## src/rtl/acs_survivor_mem_pkg.sv

```systemverilog
// Shared constants and helpers for the four-state K=3 (7,5) Viterbi ACS and survivor stage.
package acs_survivor_mem_pkg;

    localparam logic [1:0] S00 = 2'd0;
    localparam logic [1:0] S01 = 2'd1;
    localparam logic [1:0] S10 = 2'd2;
    localparam logic [1:0] S11 = 2'd3;

    localparam logic [2:0] GEN0 = 3'b111;
    localparam logic [2:0] GEN1 = 3'b101;

    localparam int FRAME_LEN = 8;
    localparam int PTR_W     = $clog2(FRAME_LEN);
    localparam int PM_INIT   = 15;

    typedef enum logic [1:0] {
        ST_ACS  = 2'd0,
        ST_LOAD = 2'd1,
        ST_TB   = 2'd2
    } fsm_t;

    // Encoder output {c0, c1} for input u leaving predecessor state p.
    function automatic logic [1:0] expected_sym(input logic u, input logic [1:0] p);
        logic [2:0] shreg;
        shreg = {u, p};
        return {^(shreg & GEN0), ^(shreg & GEN1)};
    endfunction

    function automatic logic [1:0] branch_metric(input logic [1:0] sym, input logic [1:0] exp_sym);
        logic [1:0] d;
        d = sym ^ exp_sym;
        return {d[1] & d[0], d[1] ^ d[0]};
    endfunction

endpackage

```

## src/rtl/acs_survivor_mem_acs_unit.sv

```systemverilog
// One add-compare-select cell: ties resolve to the p[0]=0 predecessor.
module acs_unit #(
    parameter int W = 6
) (
    input  logic [W-1:0] pm0,
    input  logic [W-1:0] pm1,
    input  logic [1:0]   bm0,
    input  logic [1:0]   bm1,
    output logic [W-1:0] pm_new,
    output logic         dec
);

    logic [W-1:0] cand0;
    logic [W-1:0] cand1;

    assign cand0  = pm0 + {{(W-2){1'b0}}, bm0};
    assign cand1  = pm1 + {{(W-2){1'b0}}, bm1};
    assign dec    = (cand1 < cand0);
    assign pm_new = dec ? cand1 : cand0;

endmodule

```

## src/rtl/acs_survivor_mem.sv

```systemverilog
// ACS and survivor memory: accepts one 8-symbol frame, then plays stored predecessors back 7..0.
module acs_survivor_mem
    import acs_survivor_mem_pkg::*;
#(
    parameter int METRIC_W = 6
) (
    input  logic       clk,
    input  logic       rst,
    input  logic       i_valid,
    input  logic [1:0] i_symbol,
    output logic       o_ready,
    output logic [1:0] o_select_node,
    output logic       o_en_traceback,
    output logic [1:0] o_bck_prv_st_00,
    output logic [1:0] o_bck_prv_st_01,
    output logic [1:0] o_bck_prv_st_10,
    output logic [1:0] o_bck_prv_st_11
);

    localparam logic [PTR_W-1:0] LAST_STAGE = PTR_W'(FRAME_LEN - 1);
    localparam logic [METRIC_W-1:0] PM_START = METRIC_W'(PM_INIT);

    fsm_t state_reg, state_next;

    logic [METRIC_W-1:0] pm_reg [4];
    logic [METRIC_W-1:0] pm_new [4];
    logic [3:0]          dec_new;
    logic [3:0]          mem [FRAME_LEN];
    logic [3:0]          rd_data_reg;
    logic [PTR_W-1:0]    stage_reg;
    logic [PTR_W-1:0]    ptr_reg;
    logic [PTR_W-1:0]    rd_addr;
    logic [1:0]          sel_reg;
    logic [1:0]          sel_lo, sel_hi, sel_next;
    logic                accept;

    assign accept = i_valid && (state_reg == ST_ACS);

    // State {u, a} is reached from {a,0} and {a,1}.
    generate
        for (genvar gi = 0; gi < 4; gi++) begin : g_acs
            localparam logic [1:0] ST = 2'(gi);
            localparam logic [1:0] P0 = {ST[0], 1'b0};
            localparam logic [1:0] P1 = {ST[0], 1'b1};

            logic [1:0] bm0, bm1;

            assign bm0 = branch_metric(i_symbol, expected_sym(ST[1], P0));
            assign bm1 = branch_metric(i_symbol, expected_sym(ST[1], P1));

            acs_unit #(.W(METRIC_W)) u_acs (
                .pm0    (pm_reg[P0]),
                .pm1    (pm_reg[P1]),
                .bm0    (bm0),
                .bm1    (bm1),
                .pm_new (pm_new[gi]),
                .dec    (dec_new[gi])
            );
        end
    endgenerate

    // Pairwise argmin; lower index wins every tie.
    assign sel_lo   = (pm_new[S01] < pm_new[S00]) ? S01 : S00;
    assign sel_hi   = (pm_new[S11] < pm_new[S10]) ? S11 : S10;
    assign sel_next = (pm_new[sel_hi] < pm_new[sel_lo]) ? sel_hi : sel_lo;

    always_comb begin
        state_next     = state_reg;
        o_ready        = 1'b0;
        o_en_traceback = 1'b0;
        rd_addr        = LAST_STAGE;
        case (state_reg)
            ST_ACS: begin
                o_ready = 1'b1;
                if (accept && stage_reg == LAST_STAGE) state_next = ST_LOAD;
            end
            ST_LOAD: state_next = ST_TB;
            ST_TB: begin
                o_en_traceback = 1'b1;
                // Prefetch the next stage so it is on the outputs one edge later.
                if (ptr_reg != '0) rd_addr = ptr_reg - PTR_W'(1);
                else               state_next = ST_ACS;
            end
            default: state_next = ST_ACS;
        endcase
    end

    always_ff @(posedge clk or posedge rst) begin
        if (rst) begin
            state_reg   <= ST_ACS;
            pm_reg[S00] <= '0;
            pm_reg[S01] <= PM_START;
            pm_reg[S10] <= PM_START;
            pm_reg[S11] <= PM_START;
            stage_reg   <= '0;
            ptr_reg     <= LAST_STAGE;
            sel_reg     <= S00;
            rd_data_reg <= '0;
            for (int i = 0; i < FRAME_LEN; i++) mem[i] <= '0;
        end else begin
            state_reg   <= state_next;
            rd_data_reg <= mem[rd_addr];
            if (accept) begin
                for (int i = 0; i < 4; i++) pm_reg[i] <= pm_new[i];
                mem[stage_reg] <= dec_new;
                sel_reg        <= sel_next;
                stage_reg      <= stage_reg + PTR_W'(1);
            end
            if (state_reg == ST_TB) begin
                if (ptr_reg == '0) begin
                    ptr_reg     <= LAST_STAGE;
                    stage_reg   <= '0;
                    pm_reg[S00] <= '0;
                    pm_reg[S01] <= PM_START;
                    pm_reg[S10] <= PM_START;
                    pm_reg[S11] <= PM_START;
                end else begin
                    ptr_reg <= ptr_reg - PTR_W'(1);
                end
            end
        end
    end

    assign o_select_node   = sel_reg;
    assign o_bck_prv_st_00 = {1'b0, rd_data_reg[S00]};
    assign o_bck_prv_st_01 = {1'b1, rd_data_reg[S01]};
    assign o_bck_prv_st_10 = {1'b0, rd_data_reg[S10]};
    assign o_bck_prv_st_11 = {1'b1, rd_data_reg[S11]};

endmodule

```

## config.mk

```make
export PLATFORM = sky130hd
export DESIGN_NAME = acs_survivor_mem
export DESIGN_NICKNAME = d
export VERILOG_FILES = /design/src/rtl/acs_survivor_mem_pkg.sv /design/src/rtl/acs_survivor_mem_acs_unit.sv /design/src/rtl/acs_survivor_mem.sv
export SDC_FILE = /design/constraint.sdc
export NUM_CORES = 1
export LEC_CHECK = 0
export BUFFER_PORTS_ARGS = -buffer_cell sky130_fd_sc_hd__buf_4
export CAP_MARGIN = 20
export CORE_ASPECT_RATIO = 1.1
export CORE_UTILIZATION = 60
export CTS_CLUSTER_DIAMETER = 100
export DETAILED_ROUTE_END_ITERATION = 8
export GPL_ROUTABILITY_DRIVEN = 1
export PLACE_DENSITY = 0.81
export SYNTH_ARGS = -nofsm -noshare
export SYNTH_HDL_FRONTEND = slang
export SYNTH_SLANG_ARGS = --single-unit
export TNS_END_PERCENT = 100
```

## constraint.sdc

```tcl
create_clock -name clk -period 11.4 [get_ports clk]
set_input_delay 1.14 -clock clk [delete_from_list [all_inputs] [get_ports clk]]
set_output_delay 1.14 -clock clk [all_outputs]
set_load 0.02 [all_outputs]
```

# Word level (Yosys, flattened, before mapping)
# Index checks and enable logic that the tools add are counted.
# Widths: inputs -> output; s select.
[op_classes]
add_sub_neg = 10
multipliers = 0
div_mod_pow = 0
n_lt_le_gt_ge = 12
n_eq_ne = 5
shift = 0
muxes = 33
n_bitwise = 15
reduce_logical = 7
[op_table]
columns = ["cell", "count"]
rows = [
  ["$mux 24", 3],
  ["$add 6x2->6", 8],
  ["$mux 6", 8],
  ["$lt 6x6->1", 7],
  ["$bwmux 32", 1],
  ["$bmux 6 s2", 2],
  ["$mux 3", 6],
  ["$bmux 4 s3", 1],
  ["$demux 4 s3", 1],
  ["$mux 4", 3],
  ["$ge 4x4->1 const B", 2],
  ["$not 3->4", 2],
  ["$ge 3x3->1 const B", 2],
  ["$mux 2", 3],
  ["$pmux 2 s3", 1],
  ["$and 1x1->1", 4],
  ["$lt 4x1->1 const B", 1],
  ["$mux 1", 4],
  ["$xor 1x1->1", 4],
  ["$add 3x1->3 const B", 1],
  ["$eq 3x3->1 const B", 1],
  ["$logic_and 1x1->1", 3],
  ["$logic_not 3->1", 1],
  ["$not 1->3", 1],
  ["11 further kinds", 12],
]
[word_totals]
regBits = 70
latchBits = 0
ram_bits = 0
mem_bits_ro = 0
input_bits = 5
output_inout_bits = 12
wordCells = 99
n_memories = 0

# Longest topological paths before layout
# Gate-level depths: netlist (run 1).
[logic_depth]
depth_word = 13
depth_mapped = 34
depth_no_buf = 33

# Modules after synthesis
# From an unflattened synthesis (run 1), not the netlist that was laid out.
[hier_totals]
hier_cells = 533
hier_area_um2 = 5424.0
[modules_own_cells]
columns = ["module", "n_inst", "cells_per_inst", "area_each_um2", "seq_area_each_um2"]
rows = [
  ["acs_survivor_mem", 1, 333, 3667.3, 1770.4],
  ["acs_unit", 4, 50, 439.2, 0.0],
]

# Worst setup path before layout (run 1)
# OpenSTA, ideal clock, no wires.
[synth_path]
path_type = "input port to flip-flop"
from = "input port i_symbol[0]"
to = "register sel_reg[0], in the netlist o_select_node[0]"
t_arrival_ns = 6.646
setup_slack_ns = 4.633
path_stages = 33
n_path_buf = 2
cell_sequence = "inv_1 ha_1 inv_1 ha_1 nor2b_1 o21ai_0 o21ai_0 and4_1 xnor2_1 inv_1 ha_1 nand2_1 nor2_1 a211oi_2 clkbuf_1 mux2i_1 inv_1 ha_1 a21o_1 a21o_1 a221oi_1 nand2_1 o21a_1 buf_2 mux2_1 ha_1 a21oi_1 nand2_1 a21oi_1 nor2b_1 nor2_1 a32oi_1 nand2_1"
[synth_between]
elab_chain_cells = 13
[synth_lines]
columns = ["item", "line_no", "source"]
rows = [
  ["start, declared", "acs_survivor_mem.sv:10", "input logic [1:0] i_symbol,"],
  ["$not 1->1 (no line) / $not 2->2 (equally long branches)", "-", ""],
  ["$xor 1x1->1 / $and 1x1->1 (equally long branches)", "acs_survivor_mem_pkg.sv:32", "return {d[1] & d[0], d[1] ^ d[0]};"],
  ["$add 6x2->6 (on tied branches)", "acs_survivor_mem_acs_unit.sv:16, acs_survivor_mem_acs_unit.sv:17", ""],
  ["$lt 6x6->1", "acs_survivor_mem_acs_unit.sv:18", "assign dec = (cand1 < cand0);"],
  ["$mux 6", "acs_survivor_mem_acs_unit.sv:19", "assign pm_new = dec ? cand1 : cand0;"],
  ["$lt 6x6->1 (on tied branches)", "acs_survivor_mem.sv:64, acs_survivor_mem.sv:63", ""],
  ["$mux 1 (on tied branches)", "acs_survivor_mem.sv:64, acs_survivor_mem.sv:63", ""],
  ["$not 2->3 (implied by the code) / $not 1->3 (equally long branches)", "acs_survivor_mem.sv:65", "assign sel_next = (pm_new[sel_hi] < pm_new[sel_lo]) ? sel_hi : sel_lo;"],
  ["$bmux 6 s2", "acs_survivor_mem.sv:65", ""],
  ["$mux 6 (implied by the code) (2 in series)", "acs_survivor_mem.sv:65", ""],
  ["$lt 6x6->1", "acs_survivor_mem.sv:65", ""],
  ["$mux 2 (*)", "acs_survivor_mem.sv:65", ""],
  ["end signal, assigned", "acs_survivor_mem.sv:106", "sel_reg <= sel_next;"],
  ["end, declared", "acs_survivor_mem.sv:33", "logic [1:0] sel_reg;"],
]
# Every way passes the cells marked *; elsewhere a longest branch is shown, timed or not. The select of a mux whose other input is x is not followed.
# A chain may end at the register's enable or synchronous reset.

# Worst setup path after layout (run 1)
# Ends and elaborated chain as after synthesis.

==> flow_summary.yaml, run 1 <==
run_status:
  outcome: "complete, no violations"
sta:
  finalSetupTns_ps: 0
  drv_slew: 0
  min_period_ps: 7420
  fin_crit_sh: 0.651
  worst_pin_slew_ps: 1060
  hold_viol: 0
  rsz0062_at_grt: "no"
  setup_viol: 0
  finalClockSkew_ps: 11.1
  max_freq_mhz: 135
  relSlewSlack: 0.295
grt:
  grt_max_degree: 71
  grt_pass1_vias: 4200
  antenna_found_initial: 0
  grt_pass1_wl_microns: 20300
  overflow: 0
  grt_use_total: 0.280
die:
  rows: 35
  die_w_microns: 92.4
  core_area_sq_mm: 0.00854
  start_util: 0.632
  dieHeight_microns: 101
  dieArea_sq_mm: 0.00937
  io_pins: 17
worst_hold_path:
  min_path_type: "flop to flop"
critical_path:
  crit_path_start_kind: "primary input"
  slowest_stage: "a211oi_2"
  path_max_fanout: 14
  cp-end-kind: "flop"
  cpMostUsedCell: "ha_1"
  cp_slowest_stage_delay_ps: 870
  cp.required_ps: 11650
  cp.arrival_ps: 7670
  critical_path_class: "primary input to flop"
cts:
  cts_tree: "yes"
  hold_buffers: 0
  postCtsSetupRepairBufs: 0
  clock_sinks: 70
  insertion_delay_ps: 350
  clk_pin_slew_ps: 80
  htreeDepth: 3
  cts-resized-gates: 0
  cts_made_buffers: 9
  cts_root_buffer: "clkbuf_8"
  clock_path_buffers: 2
synthesis:
  avgSynthCellArea_sq_um: 9.58
  synth_compound_area_frac: 0.143
  yosys_warnings: 0
  synthFlopType: "dfrtp_1"
  synth_edf_count: 0
  synth-seq-cells: 70
  synth_area_sq_mm: 0.00539
  yosys.area_share.simple: 0.135
  yosysSeqAreaShare: 0.328
  ys_async_sr_fraction: 1.00
  synth_top_family_by_area: "compound AO/OA/AOI/OAI gates"
  synth_xor_area_frac: 0.0647
  synth.distinct_cells: 60
  syn_inst: 563
  synthMuxAreaShare: 0.142
  synthAdderAreaFrac: 0.137
placement:
  globalplace.congestion: 0.964
  port_buffers: 12
  dp_hpwl_microns: 8990
  dp_cells: 664
route:
  drt_first_pass_iters: 4
  highest_layer: "met4"
  dr_wl_met2_microns: 6000
  drc: 0
  wl_met3_microns: 486
  drt-total-wl_microns: 12000
  wl_per_cell_microns: 17.6
  drtAntennaViolNets: 0
  drt-met1-wl_microns: 5140
  vias_per_cell: 6.00
  dr_total_vias: 4084
  dr.first_iter.drc_count: 255
layout:
  areaGrowthSynthToFinish_pct: 5.85
  nets: 625
  drive_gt1_frac: 0.189
  largest_reg_flops: 32
  fin_util: 0.669
  fin_cells: 681
  antenna_cells: 0
flow_run:
  drv_cap: 0
==> worst max-delay path: cells and delay by family <==
kind            cells  cell delay [ps]
fa+ha+maj           6             1610
simple gates        6              520
buf+inv             5              420
compound gates     11             2980
mux                 2              810
xor+xnor            1              170
==> final cells by class <==
type | count | area [sq um]
clock buffers | 10 | 138
repair buffers | 15 | 116
clock inverters | 6 | 45.0
inverters | 36 | 135
fillers | 658 | 2830
well taps | 111 | 139
flip-flops and latches | 70 | 1770
multi-input cells | 433 | 3370
==> synthesized netlist by cell type (4+ instances only) <==
master | instances | area, sq um
buf_2 | 5 | 25.0
nand2_1 | 80 | 300
nor2b_1 | 12 | 75.1
mux4_2 | 8 | 180
mux2_2 | 31 | 349
buf_4 | 5 | 37.5
nor2_1 | 33 | 124
o21ai_0 | 18 | 90.1
dfstp_2 | 15 | 394
ha_1 | 55 | 688
xnor2_1 | 19 | 166
a21o_1 | 17 | 128
xor2_1 | 19 | 166
and4_1 | 4 | 35.0
inv_1 | 35 | 131
clkbuf_1 | 14 | 52.6
nand3_1 | 9 | 45.0
a21oi_1 | 37 | 185
dfrtp_1 | 55 | 1380
nand2b_1 | 4 | 25.0
o211ai_1 | 14 | 105
mux2i_1 | 17 | 170
==> cell usage in the layout (no fill, tap or decap), types with 15 or more instances in the layout <==
master	n
xor2_1	19
nand2_1	80
dfrtp_1	55
o21ai_0	18
a21o_1	17
mux2i_1	17
nor2_1	33
xnor2_1	19
dfstp_2	15
inv_1	34
mux2_2	31
a21oi_1	37
ha_1	55
==> cells by family (layout without fill, tap and decap cells) <==
group	after synthesis	in the layout
AOI/OAI and AO/OA	112	112
xor gates and xnor gates	39	39
adders and majority gates	59	59
buffers and inverters	62	67
DFF	70	70
muxes	61	61
other	2	4
and+or+nand+nor	158	158
==> metrics by stage <==
step           area [sq um]  setup WS, ps  hold WS (ps)
2_1_floorplan          5400          4630           445
3_3_place_gp           5520          3860           458
3_5_place_dp           5520          3690           471
4_1_cts                5700          4040           489
5_1_grt                5710          3310           501
6_report               5710          3980           486
==> worst paths after layout <==
check	cells past startpoint	slack (ps)	start	to
hold / removal	1	490	o_select_node[1]	o_select_node[1]
min in group asynchronous	3	1040	rst	state_reg[1]
hold reg to reg	1	490	o_select_node[1]	o_select_node[1]
max in group asynchronous	3	9770	rst	pm_reg[4]
setup reg to reg	27	4950	pm_reg[6]	o_select_node[0]
setup / recovery	31	3980	i_symbol[0]	o_select_node[0]
==> routing by layer <==
| layer | vias to the layer above | track usage |
|---|---|---|
| met5 | - | 0 |
| met4 | 0 | 0.130 |
| met3 | 32 | 0.0465 |
| met2 | 94 | 0.487 |
| met1 | 2000 | 0.342 |
| li1 | 1958 | - |
Power of run 1 is left out: the tool's default activity adds up to more than one toggle a clock period on the data nets, which glitch-free logic cannot reach.
==> run 2: changes to the inputs <==
- ABC_AREA: unset -> 1
- clock period: 11.4 -> 7.7 ns (I/O delays scaled with it)
==> flow_summary.yaml, run 2 <==
placement:
  port_buffers: 12
  dp_slack_ps: 1150
  dp_cells: 860
  globalplace.congestion: 0.970
  dp_hpwl_microns: 9380
cts:
  clock_path_buffers: 2
  cts_root_buffer: "clkbuf_8"
  clk_pin_slew_ps: 80
  insertion_delay_ps: 360
  clock_sinks: 70
  postCtsSetupRepairBufs: 0
  cts_tree: "yes"
  hold_buffers: 0
  cts-resized-gates: 0
  cts_made_buffers: 9
  htreeDepth: 3
synthesis:
  ys_top_cells_by_area: "dfrtp_1, nand2_1, ha_1"
  synth_area_sq_mm: 0.00538
  synth_common_cells: "nand2_1, inv_1, o21ai_0"
  ys_async_sr_fraction: 1.00
  synth_xor_area_frac: 0.0407
  synth_compound_area_frac: 0.156
  synth_top_family_by_area: "simple AND/OR/NAND/NOR gates"
  synthFlopType: "dfrtp_1"
  synth_top_area_frac: 0.256
  synth-seq-cells: 70
  synthAdderAreaFrac: 0.128
  synth_top_area_cell: "dfrtp_1"
  synthMuxAreaShare: 0
  avgSynthCellArea_sq_um: 7.12
  synth_most_common_cell: "nand2_1"
  yosysSeqAreaShare: 0.329
  synth.distinct_cells: 36
  yosys_warnings: 0
  synth_edf_count: 0
  yosys.area_share.simple: 0.247
  syn_inst: 755
sta:
  rsz0062_at_grt: "no"
  relSlewSlack: 0.312
  finalClockSkew_ps: 8.98
  finalSetupTns_ps: 0
  hold_viol: 0
  worst_pin_slew_ps: 1030
  fin_crit_sh: 0.828
  setup_viol: 0
  drv_slew: 0
  timing.final.ws_setup_ps: 1320
  max_freq_mhz: 157
  min_period_ps: 6380
die:
  dieArea_sq_mm: 0.00935
  rows: 35
  core_area_sq_mm: 0.00854
  io_pins: 17
  die_w_microns: 92.3
  dieHeight_microns: 101
  start_util: 0.630
route:
  wl_per_cell_microns: 15.0
  drtAntennaViolNets: 0
  vias_per_cell: 5.53
  dr.first_iter.drc_count: 277
  drt_first_pass_iters: 5
  drt-total-wl_microns: 13100
  drc: 0
  dr_total_vias: 4846
layout:
  final_common_cell: "nand2_1"
  fin_cells: 876
  areaGrowthSynthToFinish_pct: 7.05
  largest_reg_flops: 32
  final_cell_mix: "nand2_1, inv_1, o21ai_0"
  antenna_cells: 0
  nets: 820
  drive_gt1_frac: 0.0850
grt:
  antenna_found_initial: 0
  grt_pass1_vias: 4856
  grt_max_degree: 71
  grt_pass1_wl_microns: 21900
  grt_use_total: 0.300
  overflow: 0
critical_path:
  cp.arrival_ps: 6670
  cp.required_ps: 8000
  cp-end-kind: "flop"
  path_max_fanout: 13
  r2r_slack_ps: 1830
  critical_path_class: "primary input to flop"
  crit_path_start_kind: "primary input"
  slowest_stage: "o21ai_0"
  cp_slowest_stage_delay_ps: 480
worst_hold_path:
  min_path_type: "flop to flop"
flow_run:
  drv_cap: 0
run_status:
  outcome: "complete, no violations"
run 2: cell count changes in the layout (fill, tap and decap cells not counted), sizes merged, moves of 18 or more:
cell / change
nand2: +140
o21ai: +72
inv: +71
mux2: -35
nand3: +25
nor2: +22
mux2i: -18
run 2: critical path: cells and delay by family:
kind	cells	cell delay, ps
XOR/XNOR	1	160
AO/OA/AOI/OAI	8	1930
AND/OR/NAND/NOR	13	1580
adder cells (fa/ha/maj)	5	1470
buffers and inverters	7	760
run 2: layer usage:
metal	global-route usage	vias up	wire, microns
li1	-	2423	-
met1	0.350	2257	5630
met2	0.538	126	6520
met3	0.0405	40	544
met4	0.160	0	422
met5	0	-	0
run 2: path summary, 6_finish.rpt:
path / startpoint / endpoint / depth (start not counted)
min reg2reg: mem[16] / mem[16] / 2
max reg2reg: pm_reg[1] / o_select_node[0] / 27
min: mem[16] / mem[16] / 2
max: i_symbol[0] / o_select_node[0] / 34
max in group asynchronous: rst / stage_reg[2] / 3
min in group asynchronous: rst / mem[10] / 3
run 2: cell families after synthesis:
| group | count (synthesis) |
|---|---|
| simple gates | 319 |
| compound gates | 152 |
| fa+ha+maj | 55 |
| buf+inv | 132 |
| flops | 70 |
| other cells | 2 |
| xor+xnor | 25 |
run 2: layout make-up:
cell class                 instances  area (sq um)
clock inverter                     6           111
multi-input combinational        555          3090
tap                              111           139
sequential                        70          1770
timing repair buffer              14           105
inverter                         110           413
fill                             727          2780
clock buffer                      10           128
run 2: stage by stage:
stage	hold WS (ps)	util	instance area, sq um
after floorplan	448	-	5390
after global placement	460	0.646	5520
after detailed placement	468	0.646	5520
after CTS	486	0.674	5760
after global routing	515	0.674	5760
final	487	0.674	5760
Power of run 2 is left out for the same reason.
==> run 3: changes to the inputs <==
- CORE_UTILIZATION: 60 -> 57
- clock period: 7.7 -> 5.35 ns (I/O delays scaled with it)
==> flow_summary.yaml, run 3 (synthesis gave the netlist of run 2 again) <==
placement:
  dp_hpwl_microns: 10100
  globalplace.congestion: 0.960
  port_buffers: 12
grt:
  grt_use_total: 0.288
  grt_pass1_vias: 4867
  grt_pass1_wl_microns: 22300
  overflow: 0
  antenna_found_initial: 0
  grt_max_degree: 71
die:
  die_w_microns: 94.6
  start_util: 0.597
  core_area_sq_mm: 0.00901
  dieHeight_microns: 104
  dieArea_sq_mm: 0.00983
  io_pins: 17
  rows: 36
layout:
  nets: 856
  largest_reg_flops: 32
  ff_latch_area_sq_mm: 0.00177
  final_cell_mix: "nand2_1, inv_1, o21ai_0"
  final_common_cell: "nand2_1"
  drive_gt1_frac: 0.162
  antenna_cells: 0
  areaGrowthSynthToFinish_pct: 13.9
  num-fill-cells: 724
  multi_input_area_sq_mm: 0.00324
critical_path:
  cp_slowest_stage_delay_ps: 310
  critical_path_class: "primary input to flop"
  cp.required_ps: 5640
  cp.arrival_ps: 5360
  worstRegToRegCells: 29
  critical-path-top-delay-family: "simple AND/OR/NAND/NOR gates"
  slowest_stage: "ha_1"
  cp-end-kind: "flop"
  crit_path_start_kind: "primary input"
  path_depth: 34
  path_max_fanout: 5
  cpMostUsedCell: "nand2_1"
  crit_buf_inv: 5
sta:
  worst_pin_slew_ps: 1020
  fin_crit_sh: 0.948
  finalSetupTns_ps: 0
  whs_ps: 441
  finalClockSkew_ps: 13.3
  hold_viol: 0
  relSlewSlack: 0.319
  max_freq_mhz: 197
  min_period_ps: 5070
  drv_slew: 0
  setup_viol: 0
run_status:
  outcome: "complete, no violations"
cts:
  cts_tree: "yes"
  clock_sinks: 70
  cts_root_buffer: "clkbuf_8"
  cts_made_buffers: 9
  htreeDepth: 3
  clock_path_buffers: 2
  insertion_delay_ps: 360
  clk_pin_slew_ps: 90
flow_run:
  drv_cap: 0
route:
  dr.first_iter.drc_count: 333
  drc: 0
  drtAntennaViolNets: 0
  drt_first_pass_iters: 7
  dr_total_vias: 5174
  drt-total-wl_microns: 14000
  wl_per_cell_microns: 15.3
  vias_per_cell: 5.65
worst_hold_path:
  min_path_type: "primary input to async pin"
==> run 3: cell count changes in the layout (fill, tap and decap cells not counted), sizes merged <==
cell / change
nand2: +2
clkinvlp: +4
inv: +1
bufinv: -2
buf: +33
clkinv: -2
==> run 3: final cells by class <==
type	instances	area share
clock buffer	10	0.0208
clock inverter	6	0.0102
inverter	110	0.0680
multi-input combinational	557	0.530
sequential	70	0.289
tap	114	0.0233
timing repair buffer	47	0.0576
timing repair inverter	1	0.00123
==> run 3: final timing paths <==
kind,start,to,slack [ps]
worst max-delay path,i_symbol[0],o_select_node[0],280
worst min-delay path,rst,pm_reg[19],440
worst max register to register,pm_reg[19],o_select_node[0],540
worst min register to register,mem[2],mem[2],490
max in group asynchronous,rst,pm_reg[4],4310
min in group clk,mem[2],mem[2],490
==> run 3: per-layer routing <==
| metal | track usage | share of wire | vias up |
|---|---|---|---|
| li1 | - | - | 2499 |
| met1 | 0.350 | 0.41 | 2433 |
| met2 | 0.490 | 0.50 | 190 |
| met3 | 0.0387 | 0.054 | 52 |
| met4 | 0.143 | 0.040 | 0 |
| met5 | 0 | 0 | - |
==> run 3: metrics by stage <==
stage / setup WS [ps] / util / cell area (sq um) / cells
2_1_floorplan: 300 / - / 5390 / 757
3_3_place_gp: -33.9 / 0.636 / 5730 / 891
3_5_place_dp: -298 / 0.636 / 5730 / 891
4_1_cts: 33.2 / 0.658 / 5920 / 907
5_1_grt: -60.9 / 0.680 / 6120 / 915
6_report: 278 / 0.680 / 6120 / 915
==> run 3: worst reg2reg max path: cells and delay by family, from the launching register on <==
family / cells / cell delay [ps]
compound gates: 8 / 1360
buf+inv: 1 / 150
fa+ha+maj: 4 / 1090
simple gates: 15 / 1470
xor+xnor: 1 / 200
flops: 1 / 490
==> run 3: what timing repair did <==
item,4_1_cts,5_1_grt
endpoints found under the setup margin,0,2
hold buffers,0,0
resized for setup,0,51
buffers inserted,0,5
Power of run 3 is left out for the same reason.
